--- src/rtl/led_mmio_scheduler.sv ---
// Memory-mapped LED scheduler: PATTERN/MODE/PERIOD registers, a prescaler
// and static/blink/chase display sequencing onto a 4-LED data word.
module led_mmio_scheduler #(
    parameter logic [31:0] BASE_ADDR      = 32'h0000_1000,
    parameter logic [31:0] DEFAULT_PERIOD = 32'd50_000_000
) (
    input  logic        clk,
    input  logic        reset,
    input  logic [31:0] addr,
    input  logic [31:0] wdata,
    input  logic        we,
    input  logic        re,
    output logic [31:0] rdata,
    output logic        rvalid,
    output logic [31:0] led_data,
    output logic        tick
);

    localparam logic [1:0] OFS_PATTERN = 2'd0;
    localparam logic [1:0] OFS_MODE    = 2'd1;
    localparam logic [1:0] OFS_PERIOD  = 2'd2;
    localparam logic [1:0] OFS_STATUS  = 2'd3;

    localparam logic [1:0] MODE_STATIC = 2'd0;
    localparam logic [1:0] MODE_BLINK  = 2'd1;
    localparam logic [1:0] MODE_CHASE  = 2'd2;

    logic [3:0]  pattern_reg;
    logic [1:0]  mode_reg;
    logic [31:0] period_reg;
    logic [31:0] cnt_reg;
    logic        phase_reg;
    logic [3:0]  rot_reg;
    logic [31:0] led_data_reg;
    logic [31:0] rdata_reg;
    logic        rvalid_reg;
    logic        tick_reg;

    logic        hit;
    logic [1:0]  offset;
    logic        wr_pattern;
    logic        wr_mode;
    logic        wr_period;
    logic        cfg_write;
    logic        wrap;
    logic [31:0] period_next;
    logic [3:0]  rot_next;
    logic [3:0]  disp;
    logic [31:0] rd_mux;
    logic        addr_unused;

    // Word-aligned decode; byte lanes are not supported.
    assign addr_unused = ^addr[1:0];
    assign hit         = (addr[31:4] == BASE_ADDR[31:4]);
    assign offset      = addr[3:2];
    assign wr_pattern  = we && hit && (offset == OFS_PATTERN);
    assign wr_mode     = we && hit && (offset == OFS_MODE);
    assign wr_period   = we && hit && (offset == OFS_PERIOD);
    assign cfg_write   = wr_pattern || wr_mode || wr_period;
    assign wrap        = (cnt_reg == period_reg - 32'd1);
    assign period_next = (wdata == 32'd0) ? 32'd1 : wdata;

    generate
        for (genvar gi = 0; gi < 4; gi++) begin : g_rot
            assign rot_next[gi] = rot_reg[(gi + 3) % 4];
        end
    endgenerate

    always_comb begin
        disp = 4'b0;
        case (mode_reg)
            MODE_STATIC: disp = pattern_reg;
            MODE_BLINK:  disp = phase_reg ? pattern_reg : 4'b0;
            MODE_CHASE:  disp = rot_reg;
            default:     disp = 4'b0;
        endcase
    end

    always_comb begin
        rd_mux = 32'd0;
        case (offset)
            OFS_PATTERN: rd_mux = {28'd0, pattern_reg};
            OFS_MODE:    rd_mux = {30'd0, mode_reg};
            OFS_PERIOD:  rd_mux = period_reg;
            OFS_STATUS:  rd_mux = {26'd0, phase_reg, (mode_reg != 2'd0), disp};
            default:     rd_mux = 32'd0;
        endcase
    end

    always_ff @(posedge clk) begin
        if (reset) begin
            pattern_reg  <= 4'd0;
            mode_reg     <= 2'd0;
            period_reg   <= DEFAULT_PERIOD;
            cnt_reg      <= 32'd0;
            phase_reg    <= 1'b1;
            rot_reg      <= 4'd0;
            led_data_reg <= 32'd0;
            rdata_reg    <= 32'd0;
            rvalid_reg   <= 1'b0;
            tick_reg     <= 1'b0;
        end else begin
            if (wr_pattern) pattern_reg <= wdata[3:0];
            if (wr_mode)    mode_reg    <= wdata[1:0];
            if (wr_period)  period_reg  <= period_next;

            // A configuration store restarts the sequence from a known point.
            if (cfg_write || wrap) cnt_reg <= 32'd0;
            else                   cnt_reg <= cnt_reg + 32'd1;
            tick_reg <= wrap && !cfg_write;

            if (cfg_write)
                phase_reg <= 1'b1;
            else if (wrap && mode_reg == MODE_BLINK)
                phase_reg <= ~phase_reg;

            if (wr_pattern)
                rot_reg <= wdata[3:0];
            else if (wr_mode)
                rot_reg <= pattern_reg;
            else if (wrap && mode_reg == MODE_CHASE)
                rot_reg <= rot_next;

            led_data_reg <= {28'd0, disp};
            rvalid_reg   <= re && hit;
            if (re && hit) rdata_reg <= rd_mux;
        end
    end

    assign rdata    = rdata_reg;
    assign rvalid   = rvalid_reg;
    assign led_data = led_data_reg;
    assign tick     = tick_reg;

endmodule

--- config.mk ---
export PLATFORM = sky130hd
export DESIGN_NAME = led_mmio_scheduler
export DESIGN_NICKNAME = d
export VERILOG_FILES = /design/src/rtl/led_mmio_scheduler.sv
export SDC_FILE = /design/constraint.sdc
export NUM_CORES = 1
export LEC_CHECK = 0
export ABC_CLOCK_PERIOD_IN_PS = 4870
export CAP_MARGIN = 25
export CORE_ASPECT_RATIO = 0.9
export CORE_MARGIN = 2
export CORE_UTILIZATION = 50
export CTS_BUF_LIST = sky130_fd_sc_hd__clkbuf_8
export DETAILED_ROUTE_END_ITERATION = 16
export GPL_TIMING_DRIVEN = 0
export PLACE_DENSITY = 0.84
export SYNTH_ARGS = -nofsm -noshare
export SYNTH_HDL_FRONTEND = slang
export SYNTH_SLANG_ARGS = --single-unit
--- constraint.sdc ---
create_clock -name clk -period 4.87 [get_ports clk]
set_clock_uncertainty 0.05 [all_clocks]
set_input_delay 0.487 -clock clk [delete_from_list [all_inputs] [get_ports clk]]
set_output_delay 0.487 -clock clk [all_outputs]
set_load 0.005 [all_outputs]
Word level (Yosys, flattened, before mapping):

Index checks and enable logic that the tools add are counted.

* bits in registers: 141
* input bits: 68
* output and inout bits: 66

* $add $sub $neg: 2
* eq/ne operators: 7
* mux-type cells: 7
* bitwise gates (word level): 1
* reductions and logical operators: 19

Operator list (number)
* 32-bit case mux with 4 select lines: 1
* 32-bit by 1-bit adder with 32-bit output (second input constant): 1
* 32-bit == test: 1
* 32-bit zero test: 1
* 32-bit two-way mux: 1
* 32-bit by 1-bit subtractor with 32-bit output (second input constant): 1
* 28-bit by 9-bit == test with 1-bit output (second input constant): 1
* 4-bit two-way mux: 4
* 4-bit case mux with 3 select lines: 1
* 1-bit logical AND: 8
* 2-bit == test (second input constant): 3
* 2-bit by 1-bit == test with 1-bit output (second input constant): 2
* 2-bit zero test: 2
* 2-bit OR reduction: 2
* 1-bit logical OR: 3
* 3-bit nonzero test: 1
* 2-bit nonzero test: 1
* 1-bit zero test: 1
* 1-bit NOT: 1

Longest topological paths before layout:

Gate-level depths: netlist of run 1.

* depth after elaboration: 7
* gate-level depth with buffers: 11
* depth with buffers taken out: 10

Worst setup path before layout of run 1:

OpenSTA, ideal clock, no wires.

* path kind: reg2reg
* from: reg period_reg[0]
* to: reg cnt_reg[10]
* setup time: 115 ps
* arrival time: 2932 ps
* setup slack: 1773 ps
* cell stages (with the launch flop): 12
* buffers on the path: 1
* clock period less this slack: 3097 ps
* cells stage by stage: dfxtp_1 -> inv_1 -> ha_1 -> or3b_2 -> or3_1 -> xnor2_1 -> or4_1 -> a2111oi_0 -> and4_1 -> a21bo_4 -> buf_6 -> nor2_1

* cells in the longest elaborated chain, start to end: 4

RTL lines
* start: declaration: line 30 `logic [31:0] period_reg;`
* start signal: assignment: line 105 `if (wr_period) period_reg <= period_next;`
* 32-bit by 1-bit subtractor with 32-bit output: line 60 `assign wrap = (cnt_reg == period_reg - 32'd1);`
* 32-bit == test: line 60
* 1-bit logical OR: line 108 `if (cfg_write || wrap) cnt_reg <= 32'd0;`
* 2-bit OR reduction (no source line)
* end signal: assignment: line 109 `else cnt_reg <= cnt_reg + 32'd1;`
* end: declaration: line 31 `logic [31:0] cnt_reg;`

No other way between the ends.
A chain may end at the register's enable or synchronous reset.

Final worst setup path of run 1:

* from: reg period_reg[0]
* to: reg cnt_reg[15]

The elaborated chain is that of the path after synthesis.

==> results of run 1 <==
[worst min-delay path by stage]
| stage | from | end | slack, ns | cells after the start |
|---|---|---|---|---|
| 2_1_floorplan | cnt_reg[0] | cnt_reg[0] | 0.39 | 1 |
| 3_3_place_gp | rdata[5] | rdata[5] | 0.40 | 2 |
| 3_5_place_dp | rdata[5] | rdata[5] | 0.41 | 2 |
| 4_1_cts | rdata[5] | rdata[5] | 0.42 | 2 |
| 5_1_grt | rdata[5] | rdata[5] | 0.45 | 2 |
| 6_report | rdata[5] | rdata[5] | 0.42 | 2 |
[logic make-up after synthesis]
group | Yosys count | share of synthesized area (%)
AOI/OAI and AO/OA | 121 | 16.0
xor gates and xnor gates | 68 | 9.99
adders and majority gates | 2 | 0.420
buffers and inverters | 75 | 7.07
DFF | 113 | 38.0
muxes | 20 | 3.88
other | 1 | 0.0629
and+or+nand+nor | 279 | 24.6
[layout make-up]
| type | instances | area (um^2) | area share [%] |
|---|---|---|---|
| inverter | 9 | 33.8 | 0.439 |
| multi-input combinational | 518 | 3380 | 43.9 |
| timing repair buffer | 103 | 1030 | 13.4 |
| tap | 156 | 195 | 2.53 |
| clock inverter | 13 | 150 | 1.95 |
| clock buffer | 19 | 262 | 3.39 |
| sequential | 113 | 2260 | 29.4 |
| buffer | 66 | 388 | 5.03 |
[synth_stat cells, types with 6 or more instances]
library cell / n / share of area (%)
clkbuf_1: 28 / 1.8
a21oi_1: 15 / 1.3
a22oi_1: 20 / 2.5
nor4b_1: 6 / 0.88
xnor2_1: 34 / 5.0
buf_4: 28 / 3.5
nand2_1: 27 / 1.7
nor2b_1: 10 / 1.0
nand3b_1: 6 / 0.76
xor2_1: 34 / 5.0
nand3_1: 22 / 1.8
and2_1: 6 / 0.63
nor2_1: 105 / 6.6
mux2i_1: 13 / 2.2
dfxtp_1: 113 / 38
nand2b_1: 6 / 0.63
inv_1: 9 / 0.57
a221o_1: 12 / 2.0
nor4_1: 23 / 2.4
a22o_1: 26 / 3.8
nor3_1: 22 / 1.8
o21ai_0: 9 / 0.76
nand4_1: 16 / 1.7
and3_1: 6 / 0.63
[worst max-delay path: cells and delay by family, from the launching register on]
kind	cells	cell delay [ns]
adders and majority gates	1	0.22
and+or+nand+nor	4	1.46
AOI/OAI and AO/OA	4	1.05
buffers and inverters	2	0.29
DFF	1	0.39
[power breakdown]
| group | internal [uW] | switching [uW] |
|---|---|---|
| sequential | 925 | 1.78 |
| clock | 492 | 426 |
| combinational | 73.7 | 59.4 |
| total | 1490 | 487 |
[metal layers]
layer / up-vias / GRT usage (%) / routed length [um]
met4: 0 / 12.9 / 534
met1: 2752 / 34.6 / 7640
met5: - / 0 / 0
li1: 2726 / - / -
met2: 285 / 45.1 / 8100
met3: 48 / 7.42 / 1370
[cell usage in the layout (no fill, tap or decap), drive strengths merged, types with 4 or more instances in the layout]
| cell | Yosys | final |
|---|---|---|
| nand2 | 27 | 27 |
| and2 | 6 | 6 |
| and4 | 5 | 5 |
| nor3 | 22 | 22 |
| xor2 | 34 | 34 |
| nand2b | 6 | 6 |
| conb | 1 | 28 |
| mux2i | 13 | 13 |
| a21oi | 15 | 15 |
| a221o | 12 | 12 |
| dfxtp | 113 | 113 |
| clkdlybuf4s50 | 0 | 102 |
| nor2 | 105 | 105 |
| nor2b | 10 | 10 |
| clkbuf | 28 | 47 |
| nand3 | 22 | 22 |
| and3 | 6 | 6 |
| xnor2 | 34 | 34 |
| mux2 | 5 | 5 |
| inv | 9 | 15 |
| nor4b | 6 | 6 |
| or4 | 5 | 5 |
| nor4 | 28 | 28 |
| nand3b | 6 | 6 |
| o21ai | 9 | 9 |
| a22oi | 20 | 20 |
| buf | 38 | 39 |
| a22o | 26 | 26 |
| nand4 | 16 | 16 |
| a211o | 4 | 4 |
| a211oi | 5 | 5 |
[stage by stage]
stage               worst slack [ns]  hold WS [ns]  instances  util, %  total power [uW]
finish                          1.31         0.424        997     66.8              1980
global route                    1.07         0.448        997     66.8              2030
global placement               0.593         0.401        964     63.1              1080
floorplan                       1.77         0.389        706        -              1000
CTS                             1.37         0.422        997     66.8              1990
detailed placement              1.38         0.406        965     63.3              1080
==> flow_metrics.env, run 1 <==
export IMPL_vias_per_cell=5.83
export IMPL_layout_nets=898
export IMPL_grt_overflow=0
export IMPL_placed_area_um2=7290
export IMPL_ys_warn_count=0
export IMPL_clock_fmax_ghz=0.281
export IMPL_dieArea_um2=12800
export IMPL_cts_made_buffers=17
export IMPL_ir_drop_mv=0.173
export IMPL_grt_util_all_layers_pct=27.8
export IMPL_grt_pass1_wl_um=28000
export IMPL_place_congestion=0.917
export IMPL_setup_viol_count_final=0
export IMPL_grt_max_degree=17
export IMPL_grt_pass1_vias=5588
export IMPL_place_hpwl_um=13500
export IMPL_syn_area_um2=5960
export IMPL_fillers=958
export IMPL_die_w_um=119
export IMPL_htree_levels=4
export IMPL_ys_seq_area_share_pct=38.0
export IMPL_cts_root_buf="clkbuf_8"
export IMPL_path_cells="inv_1 -> ha_1 -> nor3b_1 -> a21oi_1 -> a211o_1 -> or4_1 -> a2111oi_0 -> and4_1 -> a21bo_4 -> buf_6 -> nor2_1"
export IMPL_cts_resized=0
export IMPL_reg2reg_depth=11
export IMPL_p_leak_uw=0.00280
export IMPL_crit_arrival_ns=3.84
export IMPL_diodes=0
export IMPL_drc=0
export IMPL_post_route_min_period_ns=3.56
export IMPL_startpoint_type="flip-flop"
export IMPL_syn_inst=679
export IMPL_path_clk_slew_ns=0.07
export IMPL_path_class="flip-flop to flip-flop"
export IMPL_hold_viol=0
export IMPL_r2r_end="cnt_reg[15]"
export IMPL_critPathMaxFanout=10
export IMPL_start_util_pct=51.7
export IMPL_drv_slew=0
export IMPL_vias=5811
export IMPL_area_growth_pct=29.2
export IMPL_port_buffers=102
export IMPL_crit_path_end="cnt_reg[15]"
export IMPL_ant_nets=0
export IMPL_max_cap_viol_count=0
export IMPL_cts_tree="built"
export IMPL_clock_sinks=113
export IMPL_cp_required_ns=5.15
export IMPL_synth_edf_count=0
export IMPL_grt_antenna_before_repair=0
export IMPL_rows=37
export IMPL_status="complete, no violations"
export IMPL_critPathSlowestCell="nor3b_1"
export IMPL_ys_flop_type="dfxtp_1"
export IMPL_power_density_nw_per_um2=257
export IMPL_yosysUniqueCellTypes=63
export IMPL_fin_crit_sh_pct=73.1
export IMPL_drtPass1Iterations=6
export IMPL_relSlewSlack_pct=37.9
export IMPL_slowest_delay_ns=0.60
export IMPL_critPathCaptureType="flip-flop"
export IMPL_wl_per_cell_um=17.7
export IMPL_drive_above_1_share_pct=10.2
export IMPL_rsz0062_at_grt="false"
export IMPL_crit_start="period_reg[0]"
export IMPL_routed_wl_um=17600
export IMPL_die_h_um=108
export IMPL_ctsHoldBuffers=0
export IMPL_cts_setup_buffers=0
export IMPL_ys_seq_elements=113
export IMPL_ys_async_sr_fraction_pct=0
export IMPL_clock_latency_ns=0.44
export IMPL_drt_iter0_drc=446
export IMPL_hold_path_class="flip-flop to flip-flop"
export IMPL_worstReg2RegStart="period_reg[0]"
export IMPL_io_pins=134
export IMPL_syn_avg_cell_area_um2=8.78
export IMPL_core_area_um2=11500
export IMPL_tns_ns=0
export IMPL_final_cell_area_um2=7700
export IMPL_cts_buffer_depth=2
export IMPL_regToRegSetupSlack_ns=1.31
export IMPL_worst_pin_slew_ns=0.929
(Power assumes the default switching activity.)
==> inputs of run 2 (changes only) <==
--- a/config.mk
+++ b/config.mk
@@ -5,7 +5,7 @@
 export SDC_FILE = /design/constraint.sdc
 export NUM_CORES = 1
 export LEC_CHECK = 0
-export ABC_CLOCK_PERIOD_IN_PS = 4870
+export ABC_CLOCK_PERIOD_IN_PS = 3420
 export CAP_MARGIN = 25
 export CORE_ASPECT_RATIO = 0.9
 export CORE_MARGIN = 2
==> constraint.sdc (replaced) <==
create_clock -name clk -period 3.42 [get_ports clk]
set_clock_uncertainty 0.05 [all_clocks]
set_input_delay 0.342 -clock clk [delete_from_list [all_inputs] [get_ports clk]]
set_output_delay 0.342 -clock clk [all_outputs]
set_load 0.005 [all_outputs]
==> run 2 against run 1 <==
Die area did not move. Non-clock buffer count rose by 2. Power rose by 42%. Register-to-register slack got worse by 1.2 ns. Worst setup slack got worse by 1.2 ns. Critical path type unchanged. Highest routed layer unchanged.
==> flow_metrics.env, run 2 (synthesized netlist as in run 1, its figures left out) <==
export IMPL_fillers=947
export IMPL_worst_pin_slew_ns=0.988
export IMPL_startpoint_type="flip-flop"
export IMPL_final_cell_area_um2=7750
export IMPL_place_congestion=0.917
export IMPL_setup_viol_count_final=0
export IMPL_fin_crit_sh_pct=96.0
export IMPL_cp_required_ns=3.70
export IMPL_status="complete, no violations"
export IMPL_dieArea_um2=12800
export IMPL_placed_area_um2=7290
export IMPL_htree_levels=4
export IMPL_cts_tree="built"
export IMPL_tns_ns=0
export IMPL_die_w_um=119
export IMPL_fin_cells=999
export IMPL_port_buffers=102
export IMPL_cts_made_buffers=17
export IMPL_ctsHoldBuffers=0
export IMPL_place_hpwl_um=13500
export IMPL_die_h_um=108
export IMPL_critPathCaptureType="flip-flop"
export IMPL_rows=37
export IMPL_drive_above_1_share_pct=11.3
export IMPL_final_cell_mix="dfxtp_1 (111), nor2_1 (105), clkdlybuf4s50_1 (102), xnor2_1 (34), xor2_1 (34)"
export IMPL_post_route_min_period_ns=3.28
export IMPL_vias_per_cell=5.82
export IMPL_max_cap_viol_count=0
export IMPL_grt_pass1_vias=5599
export IMPL_placed_cells=965
export IMPL_clock_fmax_ghz=0.305
export IMPL_vias=5813
export IMPL_core_area_um2=11500
export IMPL_path_class="flip-flop to flip-flop"
export IMPL_area_growth_pct=30.0
export IMPL_clock_latency_ns=0.44
export IMPL_drt_iter0_drc=499
export IMPL_drtPass1Iterations=5
export IMPL_grt_max_degree=17
export IMPL_drv_slew=0
export IMPL_grt_antenna_before_repair=0
export IMPL_io_pins=134
export IMPL_cts_root_buf="clkbuf_8"
export IMPL_ir_drop_mv=0.247
export IMPL_p_leak_uw=0.00282
export IMPL_grt_pass1_wl_um=28000
export IMPL_hold_viol=0
export IMPL_dpl_worst_slack_ns=-0.0687
export IMPL_path_clk_slew_ns=0.07
export IMPL_start_util_pct=51.7
export IMPL_power_density_nw_per_um2=364
export IMPL_ant_nets=0
export IMPL_grt_util_all_layers_pct=27.9
export IMPL_relSlewSlack_pct=33.9
export IMPL_diodes=0
export IMPL_crit_arrival_ns=3.56
export IMPL_wl_per_cell_um=17.6
export IMPL_critPathMaxFanout=10
export IMPL_routed_wl_um=17600
export IMPL_setup_ws_ns=0.138
export IMPL_rsz0062_at_grt="false"
export IMPL_cts_buffer_depth=2
export IMPL_drc=0
export IMPL_grt_overflow=0
export IMPL_final_common_cell="dfxtp_1"
export IMPL_layout_nets=900
export IMPL_hold_path_class="input pin to flip-flop"
export IMPL_clock_sinks=113
[run 2: worst max-delay path: stages, from the launching register on]
cell       delay, ns
dfxtp_2         0.36
inv_1           0.10
ha_2            0.21
or3b_4          0.40
or3_1           0.33
xnor2_1         0.15
or4_1           0.54
a2111oi_2       0.35
and4_4          0.29
a21bo_4         0.18
buf_6           0.16
nor2_1          0.06
[run 2: worst paths after layout]
kind | start | endpoint | slack, ns | cells past startpoint
setup reg to reg | period_reg[0] | cnt_reg[15] | 0.14 | 11
hold / removal | reset | rot_reg[3] | 0.33 | 3
hold reg to reg | cnt_reg[0] | cnt_reg[0] | 0.42 | 1
setup / recovery | period_reg[0] | cnt_reg[15] | 0.14 | 11
[run 2: report_power, final]
part           internal, uW  leakage, uW  switching, uW  total (uW)
registers              1320     0.000912           2.53        1320
logic                   105      0.00170           84.3         189
clock network           700     0.000205            608        1310
[run 2: stage by stage]
stage / hold WS, ns / util [%] / power [uW]
after floorplan: 0.389 / - / 1430
after global placement: 0.401 / 63.1 / 1530
after detailed placement: 0.406 / 63.3 / 1530
after CTS: 0.314 / 67.0 / 2830
after global routing: 0.355 / 67.2 / 2890
final: 0.334 / 67.2 / 2820
[run 2: cell type report]
| class | instances | area, um^2 | share of cell area, % |
|---|---|---|---|
| Multi-Input combinational cell | 518 | 3410 | 44.0 |
| Sequential cell | 113 | 2260 | 29.2 |
| Timing Repair Buffer | 105 | 1040 | 13.5 |
| Buffer | 66 | 388 | 5.01 |
| Clock buffer | 19 | 262 | 3.38 |
| Tap cell | 156 | 195 | 2.52 |
| Clock inverter | 13 | 150 | 1.94 |
| Inverter | 9 | 33.8 | 0.436 |
[run 2: timing repair]
action,in CTS,in global routing
pin swaps,1,1
endpoints found under the hold margin,0,0
resized for setup,2,7
buffers inserted,1,1
endpoints found under the setup margin,30,37
[run 2: layer usage]
layer  vias up  GRT usage, %  share of wire (%)
li1       2721             -                  -
met1      2767          34.7                 43
met2       276          45.2                 46
met3        49          7.26                8.0
met4         0          13.1                3.1
met5         -             0                  0
==> inputs of run 3 (changes only) <==
==> config.mk (replaced) <==
export PLATFORM = sky130hd
export DESIGN_NAME = led_mmio_scheduler
export DESIGN_NICKNAME = d
export VERILOG_FILES = /design/src/rtl/led_mmio_scheduler.sv
export SDC_FILE = /design/constraint.sdc
export NUM_CORES = 1
export LEC_CHECK = 0
export ABC_CLOCK_PERIOD_IN_PS = 2700
export CAP_MARGIN = 25
export CORE_ASPECT_RATIO = 0.9
export CORE_MARGIN = 2
export CORE_UTILIZATION = 47
export CTS_BUF_LIST = sky130_fd_sc_hd__clkbuf_8
export DETAILED_ROUTE_END_ITERATION = 16
export GPL_TIMING_DRIVEN = 0
export PLACE_DENSITY = 0.83
export SLEW_MARGIN = 20
export SYNTH_ARGS = -nofsm -noshare
export SYNTH_HDL_FRONTEND = slang
export SYNTH_SLANG_ARGS = --single-unit
==> constraint.sdc (replaced) <==
create_clock -name clk -period 2.7 [get_ports clk]
set_clock_uncertainty 0.05 [all_clocks]
set_input_delay 0.27 -clock clk [delete_from_list [all_inputs] [get_ports clk]]
set_output_delay 0.27 -clock clk [all_outputs]
set_load 0.005 [all_outputs]
==> run 3 against run 2 <==
Sequential power rose by 27%. Final area is 4.6% higher. Critical path depth did not move. The flow now finishes with violations (negative setup slack). Count of clock-buffer cells in the layout is 2 lower. Non-clock buffer count is 14 higher. Power increased by 23%. Wire length fell by 2.4%. Hold slack worse by 0.078 ns. Fmax is 7.3% higher. Clock power increased by 19%. Core utilization decreased by 2.6 points. Largest power group unchanged. Worst setup slack worse by 0.50 ns.
==> flow_metrics.env, run 3 (synthesized netlist as in run 1, its figures left out) <==
export IMPL_clock_latency_ns=0.45
export IMPL_drc=0
export IMPL_routed_wl_um=17200
export IMPL_violations="negative setup slack"
export IMPL_place_congestion=0.912
export IMPL_cts_tree="built"
export IMPL_ir_drop_mv=0.307
export IMPL_diodes=0
export IMPL_grt_antenna_before_repair=0
export IMPL_io_pins=134
export IMPL_clock_sinks=113
export IMPL_port_buffers=102
export IMPL_startpoint_type="flip-flop"
export IMPL_path_clk_slew_ns=0.07
export IMPL_start_util_pct=47.5
export IMPL_hold_path_class="input pin to flip-flop"
export IMPL_cts_buffer_depth=2
export IMPL_grt_use_met3_pct=5.97
export IMPL_fillers=1000
export IMPL_max_cap_viol_count=0
export IMPL_rows=39
export IMPL_clock_fmax_ghz=0.327
export IMPL_setup_viol_count_final=38
export IMPL_path_class="flip-flop to flip-flop"
export IMPL_worst_pin_slew_ns=0.721
export IMPL_cp_required_ns=2.99
export IMPL_area_growth_pct=35.9
export IMPL_placed_area_um2=7320
export IMPL_post_route_min_period_ns=3.06
export IMPL_final_cell_area_um2=8100
export IMPL_final_cell_mix="dfxtp_1 (106), clkdlybuf4s50_1 (102), nor2_1 (88), buf_4 (48), xor2_1 (34)"
export IMPL_fin_crit_sh_pct=113
export IMPL_gr_usage_met1_pct=33.9
export IMPL_fin_hold_ws_ns=0.256
export IMPL_vias_per_cell=5.74
export IMPL_path_cells="inv_4 -> ha_4 -> or3b_4 -> or3_4 -> xnor2_2 -> or4_4 -> a2111oi_4 -> and4_4 -> a21bo_4 -> buf_6 -> nor2_1"
export IMPL_vias=5860
export IMPL_relSlewSlack_pct=51.6
export IMPL_gr_usage_met2_pct=39.4
export IMPL_drt_iter0_drc=505
export IMPL_grt_max_degree=17
export IMPL_setup_ws_ns=-0.358
export IMPL_multi_input_area_um2=3630
export IMPL_cts_root_buf="clkbuf_8"
export IMPL_dpl_worst_slack_ns=-0.550
export IMPL_place_hpwl_um=12400
export IMPL_ant_nets=0
export IMPL_grt_util_all_layers_pct=25.2
export IMPL_die_w_um=123
export IMPL_status="complete, but fails checks"
export IMPL_power_density_nw_per_um2=429
export IMPL_wl_per_cell_um=16.8
export IMPL_grt_overflow=0
export IMPL_die_h_um=111
export IMPL_top_usage_layer="met2"
export IMPL_core_area_um2=12500
export IMPL_hold_viol=0
export IMPL_layout_nets=914
export IMPL_rsz0062_at_grt="true"
export IMPL_crit_arrival_ns=3.34
export IMPL_drive_above_1_share_pct=18.2
export IMPL_critPathCaptureType="flip-flop"
export IMPL_grt_pass1_wl_um=27000
export IMPL_htree_levels=4
export IMPL_slowest_delay_ns=0.50
export IMPL_cts_made_buffers=17
export IMPL_final_common_cell="dfxtp_1"
export IMPL_regArea_um2=2280
export IMPL_grt_pass1_vias=5391
export IMPL_critPathSlowestCell="or4_4"
export IMPL_critPathMaxFanout=8
export IMPL_dieArea_um2=13600
export IMPL_p_leak_uw=0.00292
export IMPL_drtPass1Iterations=7
export IMPL_drv_slew=0
-- run 3: cell count changes in the layout (fill, tap and decap cells not counted), sizes merged --
cell    delta
inv        +2
clkinv     +1
bufinv     -1
buf       +17
clkbuf     -5
-- run 3: worst paths after layout --
kind | from | to | slack (ns) | cells after the start
worst max-delay path | period_reg[1] | cnt_reg[4] | -0.36 | 11
worst min-delay path | reset | rot_reg[3] | 0.26 | 3
worst max register to register | period_reg[1] | cnt_reg[4] | -0.36 | 11
worst min register to register | rdata[11] | rdata[11] | 0.43 | 1
-- run 3: layout make-up --
cell class,instances,share of cell area [%]
buffer,60,4.53
clock buffer,17,2.89
clock inverter,15,1.79
inverter,9,0.479
multi-input combinational,518,44.8
sequential,113,28.1
tap,164,2.53
timing repair buffer,125,14.9
-- run 3: critical path, delay by kind of cell, from the launching register on --
family          cells  cell delay, ns
compound gates      2            0.50
xor+xnor            1            0.15
fa+ha+maj           1            0.13
buf+inv             2            0.20
flops               1            0.35
simple gates        5            1.55
-- run 3: routing by layer --
metal  part of all wire [%]  routed length [um]  up-vias
met1                     43                7350     2748
li1                       -                   -     2765
met4                    2.2                 374        0
met2                     46                7830      308
met5                      0                   0        -
met3                    9.5                1640       39
-- run 3: what timing repair did --
action	4_1_cts	5_1_grt
pin swaps	10	11
gates resized for setup	32	39
setup endpoints to repair	38	73
buffers inserted	15	5
cloned	3	0
hold buffers	0	0
-- run 3: through the flow --
step / TNS [ns] / total power, uW / instances / utilization [%]
finish: -12.44 / 3470 / 1021 / 64.6
global route: -15.39 / 3590 / 1021 / 64.6
CTS: -10.45 / 3480 / 1017 / 63.3
detailed placement: -31.90 / 1940 / 972 / 58.4
global placement: -43.14 / 1940 / 972 / 58.3
floorplan: -4.42 / 1810 / 706 / -
-- run 3: power by group --
part	total [uW]	leakage (uW)	internal (uW)	switching [uW]
sequential	1670	0.000915	1670	3.70
combinational	247	0.00182	140	107
clock	1560	0.000190	750	807
total	3470	0.00292	2560	917
